### src/rtl/sha512_msg_sched.sv
// SHA-512 message schedule: loads a 16-word block, then streams W[0..ROUNDS-1].
// Optional SCHED_PREFETCH_EN adds a second buffer so the next block can load during RUN.
module sha512_msg_sched #(
  parameter int ROUNDS = 80
) (
  input  logic        clock,
  input  logic        reset_n,
  input  logic        in_valid,
  output logic        in_ready,
  input  logic [63:0] in_data,
  input  logic        enable,
  output logic        w_valid,
  output logic [63:0] w_data,
  output logic [6:0]  w_round,
  output logic        w_last
);

  typedef enum logic {LOAD = 1'b0, RUN = 1'b1} state_t;

  localparam logic [6:0] LAST_ROUND = 7'(ROUNDS - 1);

  function automatic logic [63:0] rotr(input logic [63:0] x, input int n);
    return (x >> n) | (x << (64 - n));
  endfunction

  function automatic logic [63:0] sig0(input logic [63:0] x);
    return rotr(x, 1) ^ rotr(x, 8) ^ (x >> 7);
  endfunction

  function automatic logic [63:0] sig1(input logic [63:0] x);
    return rotr(x, 19) ^ rotr(x, 61) ^ (x >> 6);
  endfunction

  state_t      state_q, state_d;
  logic [3:0]  lcnt_q, lcnt_d;
  logic [6:0]  rcnt_q, rcnt_d;
  logic [63:0] win_q [16];
  logic [63:0] win_d [16];
  logic        w_valid_q, w_valid_d;
  logic [63:0] w_data_q, w_data_d;
  logic [6:0]  w_round_q, w_round_d;
  logic        w_last_q, w_last_d;
  logic        accept_s;
`ifdef SCHED_PREFETCH_EN
  logic [63:0] pbuf_q [16];
  logic [63:0] pbuf_d [16];
  logic [4:0]  pcnt_q, pcnt_d;
`endif

  // Next-state, window shift and registered-output computation.
  always_comb begin
    state_d = state_q;
    lcnt_d  = lcnt_q;
    rcnt_d  = rcnt_q;
    win_d   = win_q;
`ifdef SCHED_PREFETCH_EN
    pbuf_d  = pbuf_q;
    pcnt_d  = pcnt_q;
    in_ready = reset_n && ((state_q == LOAD) || (pcnt_q != 5'd16));
`else
    in_ready = reset_n && (state_q == LOAD);
`endif
    accept_s = in_valid && in_ready;

    case (state_q)
      LOAD: begin
        if (accept_s) begin
          win_d[lcnt_q] = in_data;
          if (lcnt_q == 4'd15) begin
            state_d = RUN;
            lcnt_d  = 4'd0;
            rcnt_d  = 7'd0;
          end else begin
            lcnt_d = lcnt_q + 4'd1;
          end
        end else begin
          lcnt_d = lcnt_q;
        end
      end
      RUN: begin
`ifdef SCHED_PREFETCH_EN
        if (accept_s) begin
          pbuf_d[pcnt_q[3:0]] = in_data;
          pcnt_d = pcnt_q + 5'd1;
        end else begin
          pcnt_d = pcnt_q;
        end
`endif
        if (enable) begin
          for (int i = 0; i < 15; i++) begin
            win_d[i] = win_q[i + 1];
          end
          win_d[15] = sig1(win_q[14]) + win_q[9] + sig0(win_q[1]) + win_q[0];
          rcnt_d = rcnt_q + 7'd1;
          if (rcnt_q == LAST_ROUND) begin
            rcnt_d = 7'd0;
`ifdef SCHED_PREFETCH_EN
            // Hand the prefetched words over; a full buffer keeps RUN going with no gap.
            win_d = pbuf_d;
            if (pcnt_d == 5'd16) begin
              state_d = RUN;
              lcnt_d  = 4'd0;
            end else begin
              state_d = LOAD;
              lcnt_d  = pcnt_d[3:0];
            end
            pcnt_d = 5'd0;
`else
            state_d = LOAD;
            lcnt_d  = 4'd0;
`endif
          end else begin
            state_d = RUN;
          end
        end else begin
          rcnt_d = rcnt_q;
        end
      end
      default: begin
        state_d = LOAD;
      end
    endcase

    if (state_d == RUN) begin
      w_valid_d = 1'b1;
      w_data_d  = win_d[0];
      w_round_d = rcnt_d;
      w_last_d  = (rcnt_d == LAST_ROUND);
    end else begin
      w_valid_d = 1'b0;
      w_data_d  = 64'd0;
      w_round_d = 7'd0;
      w_last_d  = 1'b0;
    end
  end

  // State and output registers with synchronous active-low reset.
  always_ff @(posedge clock) begin
    if (!reset_n) begin
      state_q   <= LOAD;
      lcnt_q    <= 4'd0;
      rcnt_q    <= 7'd0;
      win_q     <= '{default: 64'd0};
      w_valid_q <= 1'b0;
      w_data_q  <= 64'd0;
      w_round_q <= 7'd0;
      w_last_q  <= 1'b0;
`ifdef SCHED_PREFETCH_EN
      pbuf_q    <= '{default: 64'd0};
      pcnt_q    <= 5'd0;
`endif
    end else begin
      state_q   <= state_d;
      lcnt_q    <= lcnt_d;
      rcnt_q    <= rcnt_d;
      win_q     <= win_d;
      w_valid_q <= w_valid_d;
      w_data_q  <= w_data_d;
      w_round_q <= w_round_d;
      w_last_q  <= w_last_d;
`ifdef SCHED_PREFETCH_EN
      pbuf_q    <= pbuf_d;
      pcnt_q    <= pcnt_d;
`endif
    end
  end

  assign w_valid = w_valid_q;
  assign w_data  = w_data_q;
  assign w_round = w_round_q;
  assign w_last  = w_last_q;

endmodule
### config.mk
export PLATFORM = sky130hd
export DESIGN_NAME = sha512_msg_sched
export DESIGN_NICKNAME = d
export VERILOG_FILES = /design/src/rtl/sha512_msg_sched.sv
export SDC_FILE = /design/constraint.sdc
export NUM_CORES = 2
export LEC_CHECK = 0
export BUFFER_PORTS_ARGS = -buffer_cell sky130_fd_sc_hd__buf_2
export CAP_MARGIN = 30
export CORE_MARGIN = 2
export CORE_UTILIZATION = 44
export CTS_CLUSTER_SIZE = 16
export DETAILED_ROUTE_END_ITERATION = 8
export SLEW_MARGIN = 20
export SYNTH_ARGS = -nofsm -noshare
export SYNTH_HDL_FRONTEND = slang
export SYNTH_SLANG_ARGS = --single-unit
### constraint.sdc
create_clock -name clock -period 6.1 [get_ports clock]
set_input_delay 0.915 -clock clock [delete_from_list [all_inputs] [get_ports clock]]
set_output_delay 0.915 -clock clock [all_outputs]
set_load 0.05 [all_outputs]
==> summary.md <==
| Metric | Value |
|---|---|
| Slew headroom | 29.57% |
| First-pass GRT wire length | ~290,000 um |
| Post-synthesis net count | ~6,500 |
| Total core area | about 120,000 um^2 |
| CP cell instances | xor2_1 -> xnor2_1 -> fa_1 -> fa_1 -> inv_1 -> ha_1 -> inv_1 -> fa_1 -> nand2b_1 -> a21o_1 -> a311oi_2 -> o2111ai_1 -> nand3_1 -> a21oi_2 -> o21ai_1 -> a31oi_1 -> xor2_1 -> o22ai_1 |
| Die ar. | approximately 120,000 um^2 |
| WP data required | between 6 and 7 ns |
| Clock Skew | 0.03058 ns |
| Crit-path slowest cell | dfxtp_1 |
| Max IR drop VDD | between 200 and 250 uV |
| Mean post-synth cell area | roughly 8.5 um^2 |
| Max-cap violations | 0 |
| Sequential area share after synthesis | a little over two fifths |
| Length of the first detailed-routing pass in iterations | 8 |
| PortBufs | roughly 140 |
| Min cycle time layout | about 5 ns |
| Placer Congestion | about 0.97 |
| Most used cell, CP | fa_1 |
| Worst Path Buf+Inv | 2 |
| Vias | about 47,000 |
| Layout Nets | ~6,200 |
| CP Launch Type | register |
| Final period util | around four fifths |
| I/O pin cnt | around 140 |
| Clock Sinks | 1,108 |
| Chip height | about 350 um |
| Clk pin slew, worst setup/hold paths | around 0.07 ns |
| Chip Width | ~350 um |
| Initial antenna violation count | 23 |
| Syn Inst Count | around 6,300 |
| GRT Resource Usage Total | a little under a third |
| Yosys cell types | between 70 and 80 |
| FP Rows | 127 |
| CTS max path bufs | 3 |
| Clock latency on the worst-skew pair | around 0.75 ns |
| Synth async-reset ratio | 0% |
| Routed Antenna Nets | 0 |
| Post-CTS setup buffers | 0 |
| Lkg Pwr | 0.01991 uW |
| Status | completed |
| RSZ-0062 raised after global routing | false |
| Post-DP HPWL | ~130,000 um |
| Starting Density | approximately 44% |
| WS Path Type | reg2reg |
| Drt wl/cell | ~26 um |
| CP Data Arrival Time | ~5.5 ns |
| Routed wire length | 198,200 um |
| DRT iter0 DRCs | around 5,400 |
| Pin count of the biggest net entering global routing | between 150 and 200 |
| Hold_buf cts | 0 |
| Commonest non-fill, non-tap cell in the layout | dfxtp_1 |
| FMAX | just over 200 MHz |
| Clock root buffer | clkbuf_16 |
| Worst min-delay path class | reg2reg |
| Max Slew Vio Count | 0 |
| Clk pwr share | a little under half |
| Total gr overflow | 0 |
| Crit-path max FO | 5 |
| # DRC | 0 |
| Final setup TNS | 0 ns |
| Vias in the first global route | about 43,000 |
| H-tree depth | 3 |
| Internal | between 10,000 and 15,000 uW |
| Clock buffers created by TritonCTS | 113 |
| Worst slew pin tran | 1.056 ns |
| Vias per cell | 6.191 |
| Ys flop type | dfxtp_1 |
| Filler cells | between 10,000 and 15,000 |
| Areal power density over the cells | around 260 nW/um^2 |
| Net load switching power | approximately 3700 uW |
| CTS tree | built |
| Most frequent cells in the layout | 1,107 x dfxtp_1, 1,020 x a21oi_1, 1,001 x nand2_1, 941 x a22oi_1, 268 x inv_1 |
| Delay-heaviest family, CP | compound AO/OA/AOI/OAI gates |
| Max incr delay on CP | just over 0.5 ns |
| Finish-stage setup viols | 0 |
| Yosys reg bits | around 1,100 |
| CTS resizes | 0 |
| Syn-to-layout area delta | 9.756% |
| Share of layout cells above drive strength 1 | approximately 7.7% |
| Net Sw Frac | 24.30% |
| Post-Syn Area | 53,010 um^2 |
| Sequential share of power | a little under half |
| Placed inst area | approximately 54,000 um^2 |
| Final Hold Viols | 0 |
| Comb pwr share | 5.5% |
| Post-synth EDFFs | 0 |
| Warnings, synthesis | 0 |
| Critical Path Sink Type | register |
| Final Instance Area | 58,180 um^2 |
-- kinds of logic after synthesis --
group / count (synthesis) / synth area share (%)
flops: 1108 / 41.85
xor+xnor: 310 / 5.122
simple gates: 1290 / 10.07
compound gates: 2346 / 28.44
fa+ha+maj: 194 / 6.364
mux: 73 / 1.381
buf+inv: 950 / 6.779
-- metal layers --
layer  GRT usage [%]  share of wire [%]
met4           11.08                3.4
met1           44.40                 44
met3           6.065                8.6
met5          0.7849              0.035
met2           47.13                 44
-- tightest hold or removal path, delay by kind of cell (launching register included) --
kind            cells  cell delay (ns)
compound gates      1             0.05
flops               1             0.31
simple gates        1             0.05
-- through the flow --
stage / setup slack, ns / utilization, % / std cells / power (uW) / hold WS, ns
2_1_floorplan: 2.016 / - / 6271 / 7997 / 0.4367
6_report: 1.186 / 48.62 / 7654 / 15350 / 0.4526
5_1_grt: 0.9067 / 48.62 / 7651 / 15770 / 0.4679
4_1_cts: 1.203 / 48.58 / 7642 / 15420 / 0.4548
3_3_place_gp: 1.283 / 45.27 / 7428 / 8297 / 0.4416
3_5_place_dp: 1.258 / 45.42 / 7437 / 8297 / 0.4467
-- Yosys cell counts (all sizes together), types with 5 or more instances --
master / number / area [um^2]
ha: 68 / 850.8
nand2: 1002 / 3761
a221oi: 8 / 70.07
a21o: 39 / 292.8
o21ai: 42 / 214.0
nor4: 6 / 37.54
o22ai: 14 / 87.58
nand4: 21 / 131.4
nor3b: 5 / 37.54
xnor2: 176 / 1541
nor2b: 7 / 43.79
clkbuf: 596 / 2237
a211oi: 194 / 1461
inv: 269 / 1010
and3: 82 / 513.0
buf: 85 / 346.6
fa: 126 / 2522
mux2i: 72 / 720.7
dfxtp: 1108 / 22180
and2: 27 / 168.9
a21oi: 1021 / 5114
xor2: 134 / 1174
or2: 5 / 31.28
nand2b: 6 / 37.54
nor3: 8 / 40.04
nand3: 22 / 110.1
o21a: 8 / 60.06
nor2: 86 / 322.8
a31oi: 16 / 115.1
o31ai: 8 / 83.83
o21bai: 15 / 123.9
and4: 6 / 52.55
a22oi: 941 / 7064
-- power groups by stage --
stage	Sequential [uW]	Combinational (uW)	Clock, uW
2_1_floorplan	7450	549	0
3_3_place_gp	7470	824	0
3_5_place_dp	7480	822	0
4_1_cts	7310	828	7270
5_1_grt	7310	905	7550
6_report	7320	845	7190
-- registers in the layout (all words and copies together), names as in the netlist --
| name | flops |
|---|---|
| w_last | 1 |
| lcnt_q | 4 |
| w_round | 7 |
| rcnt_q | 7 |
| win_q | 1024 |
| w_data | 64 |
| state_q | 1 |
-- cell type report --
type	instances	area [um^2]	area share, %
Antenna cell	11	27.53	0.04731
Clock inverter	41	498.0	0.8560
Tap cell	1612	2017	3.467
Timing Repair Buffer	236	1774	3.050
Inverter	269	1017	1.749
Sequential cell	1108	22190	38.13
Multi-Input combinational cell	4213	27390	47.07
Clock buffer	164	3273	5.626
-- path summary, 6_finish.rpt --
kind                            from                      end  slack [ns]  depth (start not counted)
min          win_q[723]$_SDFFE_PN0P_  win_q[723]$_SDFFE_PN0P_        0.45                          2
min reg2reg  win_q[723]$_SDFFE_PN0P_  win_q[723]$_SDFFE_PN0P_        0.45                          2
max reg2reg   win_q[84]$_SDFFE_PN0P_   win_q[47]$_SDFFE_PN0P_        1.19                         18
max           win_q[84]$_SDFFE_PN0P_   win_q[47]$_SDFFE_PN0P_        1.19                         18
Note: power is estimated with default switching activity, not from simulation.
